--- src/rtl/cbus_arbiter.sv ---
// cbus_arbiter: shares the core memory bus between the I-side and D-side requesters,
// holding one grant per burst and flagging beat-count protocol errors.
module cbus_arbiter #(
    parameter int ROUND_ROBIN = 1,
    parameter int LEN_W       = 4
) (
    input  logic             clk,
    input  logic             resetn,
    input  logic             i_req_valid,
    input  logic [31:0]      i_req_addr,
    input  logic [LEN_W-1:0] i_req_len,
    output logic             i_resp_ready,
    output logic             i_resp_last,
    output logic [31:0]      i_resp_data,
    input  logic             d_req_valid,
    input  logic             d_req_is_write,
    input  logic [31:0]      d_req_addr,
    input  logic [2:0]       d_req_size,
    input  logic [LEN_W-1:0] d_req_len,
    input  logic [3:0]       d_req_strobe,
    input  logic [31:0]      d_req_data,
    input  logic             d_uncached,
    output logic             d_resp_ready,
    output logic             d_resp_last,
    output logic [31:0]      d_resp_data,
    output logic             c_req_valid,
    output logic             c_req_is_write,
    output logic [31:0]      c_req_addr,
    output logic [2:0]       c_req_size,
    output logic [LEN_W-1:0] c_req_len,
    output logic [3:0]       c_req_strobe,
    output logic [31:0]      c_req_data,
    output logic             c_uncached,
    input  logic             c_resp_ready,
    input  logic             c_resp_last,
    input  logic [31:0]      c_resp_data,
    output logic             proto_err
);
    typedef enum logic [1:0] {IDLE, GNT_I, GNT_D} state_t;

    state_t           state;
    logic             last_d;
    logic [LEN_W-1:0] beat;
    logic             gi, gd;
    logic [LEN_W-1:0] cur_len;

    assign gi      = (state == GNT_I);
    assign gd      = (state == GNT_D);
    assign cur_len = gd ? d_req_len : i_req_len;

    always_ff @(posedge clk or negedge resetn) begin
        if (!resetn) begin
            state     <= IDLE;
            last_d    <= 1'b0;
            beat      <= '0;
            proto_err <= 1'b0;
        end else begin
            case (state)
                IDLE: begin
                    beat <= '0;
                    if (d_req_valid && (!i_req_valid || ROUND_ROBIN == 0 || !last_d))
                        state <= GNT_D;
                    else if (i_req_valid)
                        state <= GNT_I;
                end
                GNT_I, GNT_D: begin
                    if (c_resp_ready) begin
                        beat <= beat + 1'b1;
                        // last must land exactly on beat==len, and nowhere else
                        if (c_resp_last != (beat == cur_len))
                            proto_err <= 1'b1;
                        if (c_resp_last) begin
                            state  <= IDLE;
                            last_d <= gd;
                        end
                    end
                end
                default: state <= IDLE;
            endcase
        end
    end

    assign c_req_valid    = gi | gd;
    assign c_req_is_write = gd & d_req_is_write;
    assign c_req_addr     = gd ? d_req_addr : gi ? i_req_addr : '0;
    assign c_req_size     = gd ? d_req_size : gi ? 3'b010 : 3'b000;
    assign c_req_len      = gd ? d_req_len : gi ? i_req_len : '0;
    assign c_req_strobe   = gd ? d_req_strobe : 4'h0;
    assign c_req_data     = gd ? d_req_data : '0;
    assign c_uncached     = gd & d_uncached;

    assign i_resp_ready = gi & c_resp_ready;
    assign i_resp_last  = gi & c_resp_last;
    assign i_resp_data  = gi ? c_resp_data : '0;
    assign d_resp_ready = gd & c_resp_ready;
    assign d_resp_last  = gd & c_resp_last;
    assign d_resp_data  = gd ? c_resp_data : '0;
endmodule

--- config.mk ---
export PLATFORM = sky130hd
export DESIGN_NAME = cbus_arbiter
export DESIGN_NICKNAME = d
export VERILOG_FILES = /design/src/rtl/cbus_arbiter.sv
export SDC_FILE = /design/constraint.sdc
export NUM_CORES = 1
export LEC_CHECK = 0
export CAP_MARGIN = 5
export CELL_PAD_IN_SITES_DETAIL_PLACEMENT = 0
export CELL_PAD_IN_SITES_GLOBAL_PLACEMENT = 1
export CORE_AREA = 4 4 118 120
export CTS_CLUSTER_SIZE = 24
export DETAILED_ROUTE_END_ITERATION = 10
export DIE_AREA = 0 0 122 124
export PLACE_DENSITY = 0.85
export SYNTH_ARGS = -nofsm -noshare
export SYNTH_HDL_FRONTEND = slang
export SYNTH_SLANG_ARGS = --single-unit
--- constraint.sdc ---
create_clock -name clk -period 5.28 [get_ports clk]
set_input_delay 1.584 -clock clk [delete_from_list [all_inputs] [get_ports clk]]
set_output_delay 1.584 -clock clk [all_outputs]
set_load 0.1 [all_outputs]
==> impl_metrics.yaml <==
status:
  status: "finished clean"
clocking:
  h-tree-depth: 1
  path_clk_slew_ps: 30
  cts_buffers: 3
  cts_setup_buffers: 0
  cts_resized: 0
  clk_latency_ps: 230
  cts-hold-fix-buffers: 0
  cts_tree: "built"
  cts_buffer_depth: 2
  cts.sinks: 8
  cts-root-buf: "clkbuf_16"
sta:
  period_share_pct: 82.0
  worstMarginPinSlew_ps: 1010
  rsz0062_at_grt: "false"
  fin_crit_ps: 4330
  clock.fmax_mhz: 231
  slew_headroom_pct: 32.3
  finClkSkew_ps: 1.83
  slew_viol_final: 0
  setup_tns_ps: 0
  finalSetupViolCount: 0
  timing_hold_violations_final: 0
global_route:
  track_usage_pct: 10.6
  antenna_found_initial: 0
  grt_pass1_wl_um: 13000
  overflow: 0
  grt_max_degree: 76
  grt_pass1_vias: 2595
final_layout:
  drive_above_1_share_pct: 31.1
  antennaDiodeCount: 0
  area_growth_pct: 171
  mostFrequentLayoutCells: "clkdlybuf4s50_1, buf_4, and2_1"
  layout_commonest_cell: "clkdlybuf4s50_1"
  nets: 657
critical_path:
  cp_num_buf_inv: 2
  cp.required_ps: 3700
  r2r_cells: 6
  slowest_delay_ps: 680
  path_max_fanout: 10
  worstSetupStartpointType: "input pin"
  crit_path_end_kind: "primary output"
  reg2reg_from: "state[0]"
  worst_path_max_delay_cell: "clkdlybuf4s50_1"
  path_cells: "clkdlybuf4s50_1 -> and2_1 -> buf_4"
  rrSetupSlack_ps: 2930
  arrival_ps: 2750
  worstReg2RegEnd: "proto_err"
  crit_family: "buffers and inverters"
  critPathKind: "input pin to primary output"
synthesis:
  synth_edf_count: 0
  synth-xor-area-share_pct: 3.70
  ys_seq_area_share_pct: 12.1
  synth-simple-area-share_pct: 43.8
  synth_fa_ha_area_share_pct: 3.78
  ys.flop_type: "dfrtp_1"
  postSynthAreaPerCell_sq_um: 7.59
  synth_warnings: 0
  syn_nets: 374
  synth-seq-cells: 8
  ys_async_sr_fraction_pct: 100
  synth_top_family_by_area: "simple AND/OR/NAND/NOR gates"
  synth_cells: 218
  synthMuxAreaShare_pct: 3.78
  yosysUniqueCellTypes: 28
  synth_compound_area_share_pct: 26.1
  synth.cell_area_sq_mm: 0.00166
floorplanning:
  chipHeight_um: 124
  die_area_sq_mm: 0.0151
  start_util_pct: 12.8
  std_cell_rows: 42
  coreArea_sq_mm: 0.0130
  io_pins: 298
  die_w_um: 122
drt:
  drtAntennaViolNets: 0
  via_count: 2689
  drc: 0
  drt_iter0_markers: 70
  wl_um: 9470
  first_pass_iters: 4
  wire_per_inst_um: 14.0
  via_per_inst: 3.98
hold_path:
  worstHoldStart: "proto_err"
  hp-class: "flip-flop to flip-flop"
  hold_end: "proto_err"
  hold_path_depth: 2
place:
  dp_hpwl_um: 8110
  io_buffer_count: 297
  gp_congestion: 0.805
flow_run:
  drv_cap: 0
==> cell families after synthesis <==
kind of cell,after synthesis
AOI/OAI and AO/OA,50
xor gates and xnor gates,7
adders and majority gates,5
buffers and inverters,25
DFF,8
muxes,6
and+or+nand+nor,117
==> final cells by class <==
cell class              instances  area (sq um)
repair buffers                300          2630
well taps                     176           220
fillers                      1357          8490
inverters                       3          11.3
flip-flops and latches          8           200
multi-input cells             185          1350
clock buffers                   3          75.1
==> per-layer routing <==
metal / vias up / GRT usage (%) / wire (um)
met1: 1215 / 11.8 / 3320
met3: 7 / 3.22 / 1200
met5: - / 0 / 0
met4: 0 / 1.82 / 62
li1: 1309 / - / -
met2: 158 / 20.0 / 4900
==> synth_stat cells, types with 2 or more instances <==
cell type	count	share of area (%)
xnor2_1	2	1.1
buf_2	8	2.4
inv_1	2	0.45
and2_1	108	41
mux2_1	2	1.4
xor2_1	5	2.6
a22o_1	42	22
nand3_1	2	0.60
clkbuf_1	13	2.9
ha_1	5	3.8
mux2i_1	4	2.4
nand4_1	2	0.76
dfrtp_1	8	12
==> worst max-delay path by stage <==
stage / slack (ps) / end / cells after the start / startpoint
floorplan: 1180 / d_resp_ready / 2 / c_resp_ready
global placement: 990 / d_resp_ready / 3 / c_resp_ready
detailed placement: 950 / i_resp_ready / 3 / c_resp_ready
CTS: 950 / i_resp_ready / 3 / c_resp_ready
global route: 880 / d_resp_ready / 3 / c_resp_ready
finish: 950 / i_resp_ready / 3 / c_resp_ready
==> worst min-delay path: cells and delay by family (launching register included) <==
| kind | cells | cell delay (ps) |
|---|---|---|
| buffers and inverters | 1 | 50 |
| AO/OA/AOI/OAI | 1 | 50 |
| flip-flops | 1 | 340 |
==> through the flow <==
| stage | utilization (%) | instance area, sq um | setup WS, ps | std cells | hold slack, ps |
|---|---|---|---|---|---|
| after floorplan | - | 1660 | 1180 | 218 | 455 |
| after global placement | 34.0 | 4410 | 988 | 672 | 465 |
| after detailed placement | 34.0 | 4410 | 949 | 672 | 476 |
| after CTS | 34.6 | 4490 | 945 | 675 | 486 |
| after global routing | 34.6 | 4490 | 875 | 675 | 536 |
| final | 34.6 | 4490 | 951 | 675 | 475 |
==> flip-flops by register name (all words and copies together) (netlist names) <==
register	flops
beat	4
state	2
last_d	1
proto_err	1
Power is not shown: default switching activity piles up to over one toggle a cycle in this logic, so the estimate is an artifact.
==> patch 1, RTL diff (same settings) <==
The parameter `ROUND_ROBIN` goes from 1 to 0.
--- a/src/rtl/cbus_arbiter.sv
+++ b/src/rtl/cbus_arbiter.sv
@@ -1,7 +1,7 @@
 // cbus_arbiter: shares the core memory bus between the I-side and D-side requesters,
 // holding one grant per burst and flagging beat-count protocol errors.
 module cbus_arbiter #(
-    parameter int ROUND_ROBIN = 1,
+    parameter int ROUND_ROBIN = 0,
     parameter int LEN_W       = 4
 ) (
     input  logic             clk,
Behaviour: not the same (a bounded check fails within 4 cycles, from zero or initial values and one cycle with resetn low).
==> patch 1 against the original RTL <==
  * Cell area fell by 1.1%
  * Highest routed layer unchanged
  * Critical endpoint is now d_resp_ready
  * Routed wire length rose by 8.5%
  * Synthesized cell count fell by 0.46%
  * Setup slack improved by 77 ps
  * Critical path depth is the same
  * Sequential cell count decreased by 1
  * Synthesized area down 3.9%
Power is not shown: default switching activity piles up to over one toggle a cycle in this logic, so the estimate is an artifact.
==> patch 1: results (changes against the original RTL) <==
Run status
  • Outcome: complete, no violations (unchanged)

Yosys
  • Net Count, Synth: 373 (was 374)
  • Synth Flop Type: dfrtp_1 (unchanged)
  • Proportion of synthesized flip-flops having asynchronous set or reset: 100.0% (unchanged)
  • Leading cell types by count after synthesis: 108 x and2_1, 39 x a22o_1, 19 x clkbuf_1 (was 108 x and2_1, 42 x a22o_1, 13 x clkbuf_1)
  • Sequential share of the synthesized area: 11.01% (was 12.09%)
  • Dominant cells by area after synthesis: and2_1 42%, a22o_1 21%, dfrtp_1 11% (was and2_1 41%, a22o_1 22%, dfrtp_1 12%)
  • Synth unique cells: 26 (was 28)

Clock tree
  • Clk Latency, worst-skew pair: 230 ps (about the same)
  • Root buffer cell: clkbuf_16 (unchanged)
  • Post-CTS setup buffer count: 0 (unchanged)

Setup path
  • Worst Path Arrival: 2670 ps (was 2750 ps)
  • Crit path max fanout: 9 (was 10)

Hold path
  • HP Start: proto_err (unchanged)
  • Hold WC Path Type: reg2reg (unchanged)

Drt
  • Initial DRC count: 122 (was 70)
  • Drt via density: 3.893 (was 3.984)
  • Detailed Route WL: 10280 um (was 9474 um)

Global route
  • Initial antenna violation count: 0 (unchanged)
  • First-pass GRT wire length: 13840 um (was 13050 um)
  • Gr ovfl total: 0 (unchanged)
  • Vias in the first global route: 2501 (was 2595)
  • Aggregate global-route resource usage: 11.41% (was 10.57%)

Layout
  • Layout cells sized above 1: 30.86% (was 31.06%)
  • Largest regs: beat x4, state x2, proto_err x1 (was beat x4, state x2)
  • Fillers: 1348 (was 1357)
  • NumNets Final: 656 (was 657)

Timing
  • Final Skew: 0.6377 ps (was 1.833 ps)
  • Actual slew at the worst max-slew pin: 1062 ps (was 1015 ps)

Place
  • HPWL Detailed: 8703 um (was 8111 um)
  • Gpl congestion: 0.8574 (was 0.8052)
patch 1: kinds of logic (layout without fill, tap and decap cells):
kind of cell	count (synthesis)	in the layout	synth area share, %
and+or+nand+nor	120	120	46.39
AOI/OAI and AO/OA	47	47	25.00
buffers and inverters	26	308	6.604
xor gates and xnor gates	7	7	3.852
DFF	7	7	11.01
adders and majority gates	5	5	3.931
muxes	5	5	3.223
patch 1: area by class of cell:
class	count	area [um2]	area share, %
Tap cell	176	220.2	4.962
Multi-Input combinational cell	184	1316	29.66
Inverter	4	15.01	0.3383
Timing Repair Buffer	300	2633	59.32
Clock buffer	4	78.83	1.776
Sequential cell	7	175.2	3.947
patch 1: layer usage:
metal	wire length, um	part of all wire (%)	global-route usage (%)	vias to the layer above
li1	-	-	-	1304
met1	4049	39	13.92	1212
met2	5451	53	21.44	102
met3	652	6.3	1.453	10
met4	124	1.2	2.311	0
met5	0	0	0	-
patch 1: worst paths after layout:
| path | cells after the start | endpoint | slack, ps |
|---|---|---|---|
| worst max register to register | 6 | proto_err | 2710 |
| worst min register to register | 2 | proto_err | 500 |
| min in group asynchronous | 1 | state[1] | 1610 |
| worst max-delay path | 3 | d_resp_ready | 1030 |
| worst min-delay path | 2 | proto_err | 500 |
| max in group asynchronous | 1 | beat[2] | 3420 |
patch 1: worst max-delay path: stages:
cell and delay [ps]:
clkdlybuf4s50_1 620, and2_1 170, buf_4 290
patch 1: metrics by stage:
stage | utilization, % | instances | hold WS (ps) | setup slack (ps) | instance area (um2)
after CTS | 34.19 | 675 | 508.2 | 1020 | 4438
after global placement | 33.58 | 671 | 484.3 | 1035 | 4359
after floorplan | - | 217 | 516.1 | 1084 | 1592
after detailed placement | 33.58 | 671 | 487.5 | 1020 | 4359
after global routing | 34.19 | 675 | 543.8 | 964.1 | 4438
final | 34.19 | 675 | 500.7 | 1027 | 4438
==> patch 2, RTL diff (same flow settings) <==
Without the edit above. Encoding of `state_t`: now one-hot (3 bits for 3 states).
--- a/src/rtl/cbus_arbiter.sv
+++ b/src/rtl/cbus_arbiter.sv
@@ -36,7 +36,7 @@
     input  logic [31:0]      c_resp_data,
     output logic             proto_err
 );
-    typedef enum logic [1:0] {IDLE, GNT_I, GNT_D} state_t;
+    typedef enum logic [2:0] {IDLE = 3'b001, GNT_I = 3'b010, GNT_D = 3'b100} state_t;
 
     state_t           state;
     logic             last_d;
Check against the original RTL: no difference found for any inputs over 4 cycles, from zero or initial values and one cycle with resetn low; so few cycles prove little.
==> patch 2 against the original RTL <==
  * Cell area grew 1.1%
  * Non-clock buffer count shrank 1
  * Sequential cell count grew 1
  * Sequential share of layout area grew 0.53 points
  * Setup slack lost 48 ps
  * Via count grew 2.5%
  * Register-to-register slack gained 200 ps
  * Routed wire length grew 7.4%
  * Utilization grew 0.38 points
  * Synthesized area grew 1.1%
  * Maximum frequency shrank 1.1%
  * Critical path type unchanged
  * Largest cell class unchanged
==> patch 2: results (changes against the original RTL) <==
Setup path
  • Reg-to-Reg Start: state[2] (was state[0])
  • CP Launch Point: d_req_len[1] (was c_resp_ready)
  • CP endpoint: c_req_len[1] (was i_resp_ready)
  • Worst Path Arrival: 2790 ps (was 2750 ps)
  • Reg-to-reg critical path endpoint: proto_err (unchanged)
  • R2R Setup Slk: 3130 ps (was 2930 ps)
  • Crit path max fanout: 2 (was 10)
  • Reg2Reg Depth: 6 (unchanged)

Layout
  • Largest regs: beat x4, state x3 (was beat x4, state x2)
  • Layout cells sized above 1: 30.63% (was 31.06%)
  • NumNets Final: 659 (was 657)
  • Fillers: 1318 (was 1357)
  • Syn-to-layout area delta: 171.2% (was 171.1%)

Yosys
  • Dominant cells by area after synthesis: and2_1 40%, a22o_1 18%, dfrtp_1 12% (was and2_1 41%, a22o_1 22%, dfrtp_1 12%)
  • Sequential share of the synthesized area: 13.54% (was 12.09%)
  • Net Count, Synth: 377 (was 374)
  • Mux contribution to synthesized area: 1.795% (was 3.779%)
  • Leading cell types by count after synthesis: 108 x and2_1, 34 x a22o_1, 19 x clkbuf_1 (was 108 x and2_1, 42 x a22o_1, 13 x clkbuf_1)
  • Post-Synth XOR/XNOR Area: 2.618% (was 3.704%)
  • Synthesized-area fraction occupied by adder cells: 0.7479% (was 3.779%)
  • Compound-gate portion of the synthesized area: 24.53% (was 26.08%)
  • Synth unique cells: 33 (was 28)

Drt
  • Mean routed wirelength per cell: 14.92 um (was 14.04 um)
  • Residual DRC: 0 (unchanged)
  • Initial DRC count: 81 (was 70)
  • Via Count: 2757 (was 2689)

Global route
  • Initial antenna violation count: 0 (unchanged)
  • Aggregate global-route resource usage: 11.12% (was 10.57%)
  • Largest net degree at the start of global routing: 116 (was 76)
  • First-pass GRT wire length: 13670 um (was 13050 um)
  • Vias in the first global route: 2730 (was 2595)

Clock tree
  • Root buffer cell: clkbuf_16 (unchanged)
  • Htree depth: 1 (unchanged)
  • Cts repair resizes: 0 (unchanged)

Place
  • HPWL Detailed: 8581 um (was 8111 um)
  • Gpl congestion: 0.7958 (was 0.8052)
  • Area after DPL: 0.004458 mm2 (was 0.004413 mm2)

Timing
  • Final Skew: 1.551 ps (was 1.833 ps)
  • Actual slew at the worst max-slew pin: 987.9 ps (was 1015 ps)

Run status
  • Outcome: complete, no violations (unchanged)

Hold path
  • Hold WC Path Type: reg2reg (unchanged)

Power
  • LEAKAGE: 0.002163 uW
patch 2: cell types whose count changed after synthesis, sizes merged, moves of 4 or more:
| cell | delta |
|---|---|
| clkbuf | +6 |
| buf | -6 |
| a22o | -8 |
| nand2 | +7 |
| ha | -4 |
| nor2 | +4 |
patch 2: area by class of cell:
cell class	instances	share of cell area, %
clock buffers	4	1.737
multi-input cells	194	30.06
flip-flops and latches	9	4.992
well taps	176	4.854
repair buffers	299	58.36
patch 2: worst max-delay path, stage by stage:
cell             delay [ps]
clkdlybuf4s50_1         470
nor4bb_1                320
a21o_1                  130
buf_4                   280
patch 2: where the power goes:
part / switching [uW] / internal, uW / leakage, uW
registers: 47.9 / 95.4 / 0.000115
logic: 1610 / 495 / 0.00201
clock network: 33.9 / 101 / 0.0000382
total: 1690 / 692 / 0.00216
patch 2: through the flow:
step / std cells / hold WS [ps] / setup slack (ps)
3_5_place_dp: 678 / 461.6 / 893.2
2_1_floorplan: 225 / 478.6 / 1178
6_report: 682 / 467.3 / 902.9
3_3_place_gp: 678 / 447.1 / 952.4
5_1_grt: 682 / 497.2 / 821.9
4_1_cts: 682 / 470.1 / 895.5
patch 2: worst min path at each step:
stage                      to  slack [ps]  depth (start not counted)
global route        proto_err         500                          1
global placement    proto_err         450                          1
detailed placement  proto_err         460                          1
floorplan              last_d         480                          1
CTS                 proto_err         470                          1
finish              proto_err         470                          1
patch 2: cell families (layout without fill, tap and decap cells):
logic type	Yosys count	count (layout)
buffers and inverters	22	303
DFF	9	9
and+or+nand+nor	137	137
xor gates and xnor gates	5	5
muxes	3	3
AOI/OAI and AO/OA	48	48
adders and majority gates	1	1
patch 2: layer usage:
layer,routed length (um),track usage (%),vias up
li1,-,-,1340
met1,3577,12.17,1253
met2,5306,21.17,160
met3,1228,3.451,4
met4,63,2.101,0
met5,0,0,-
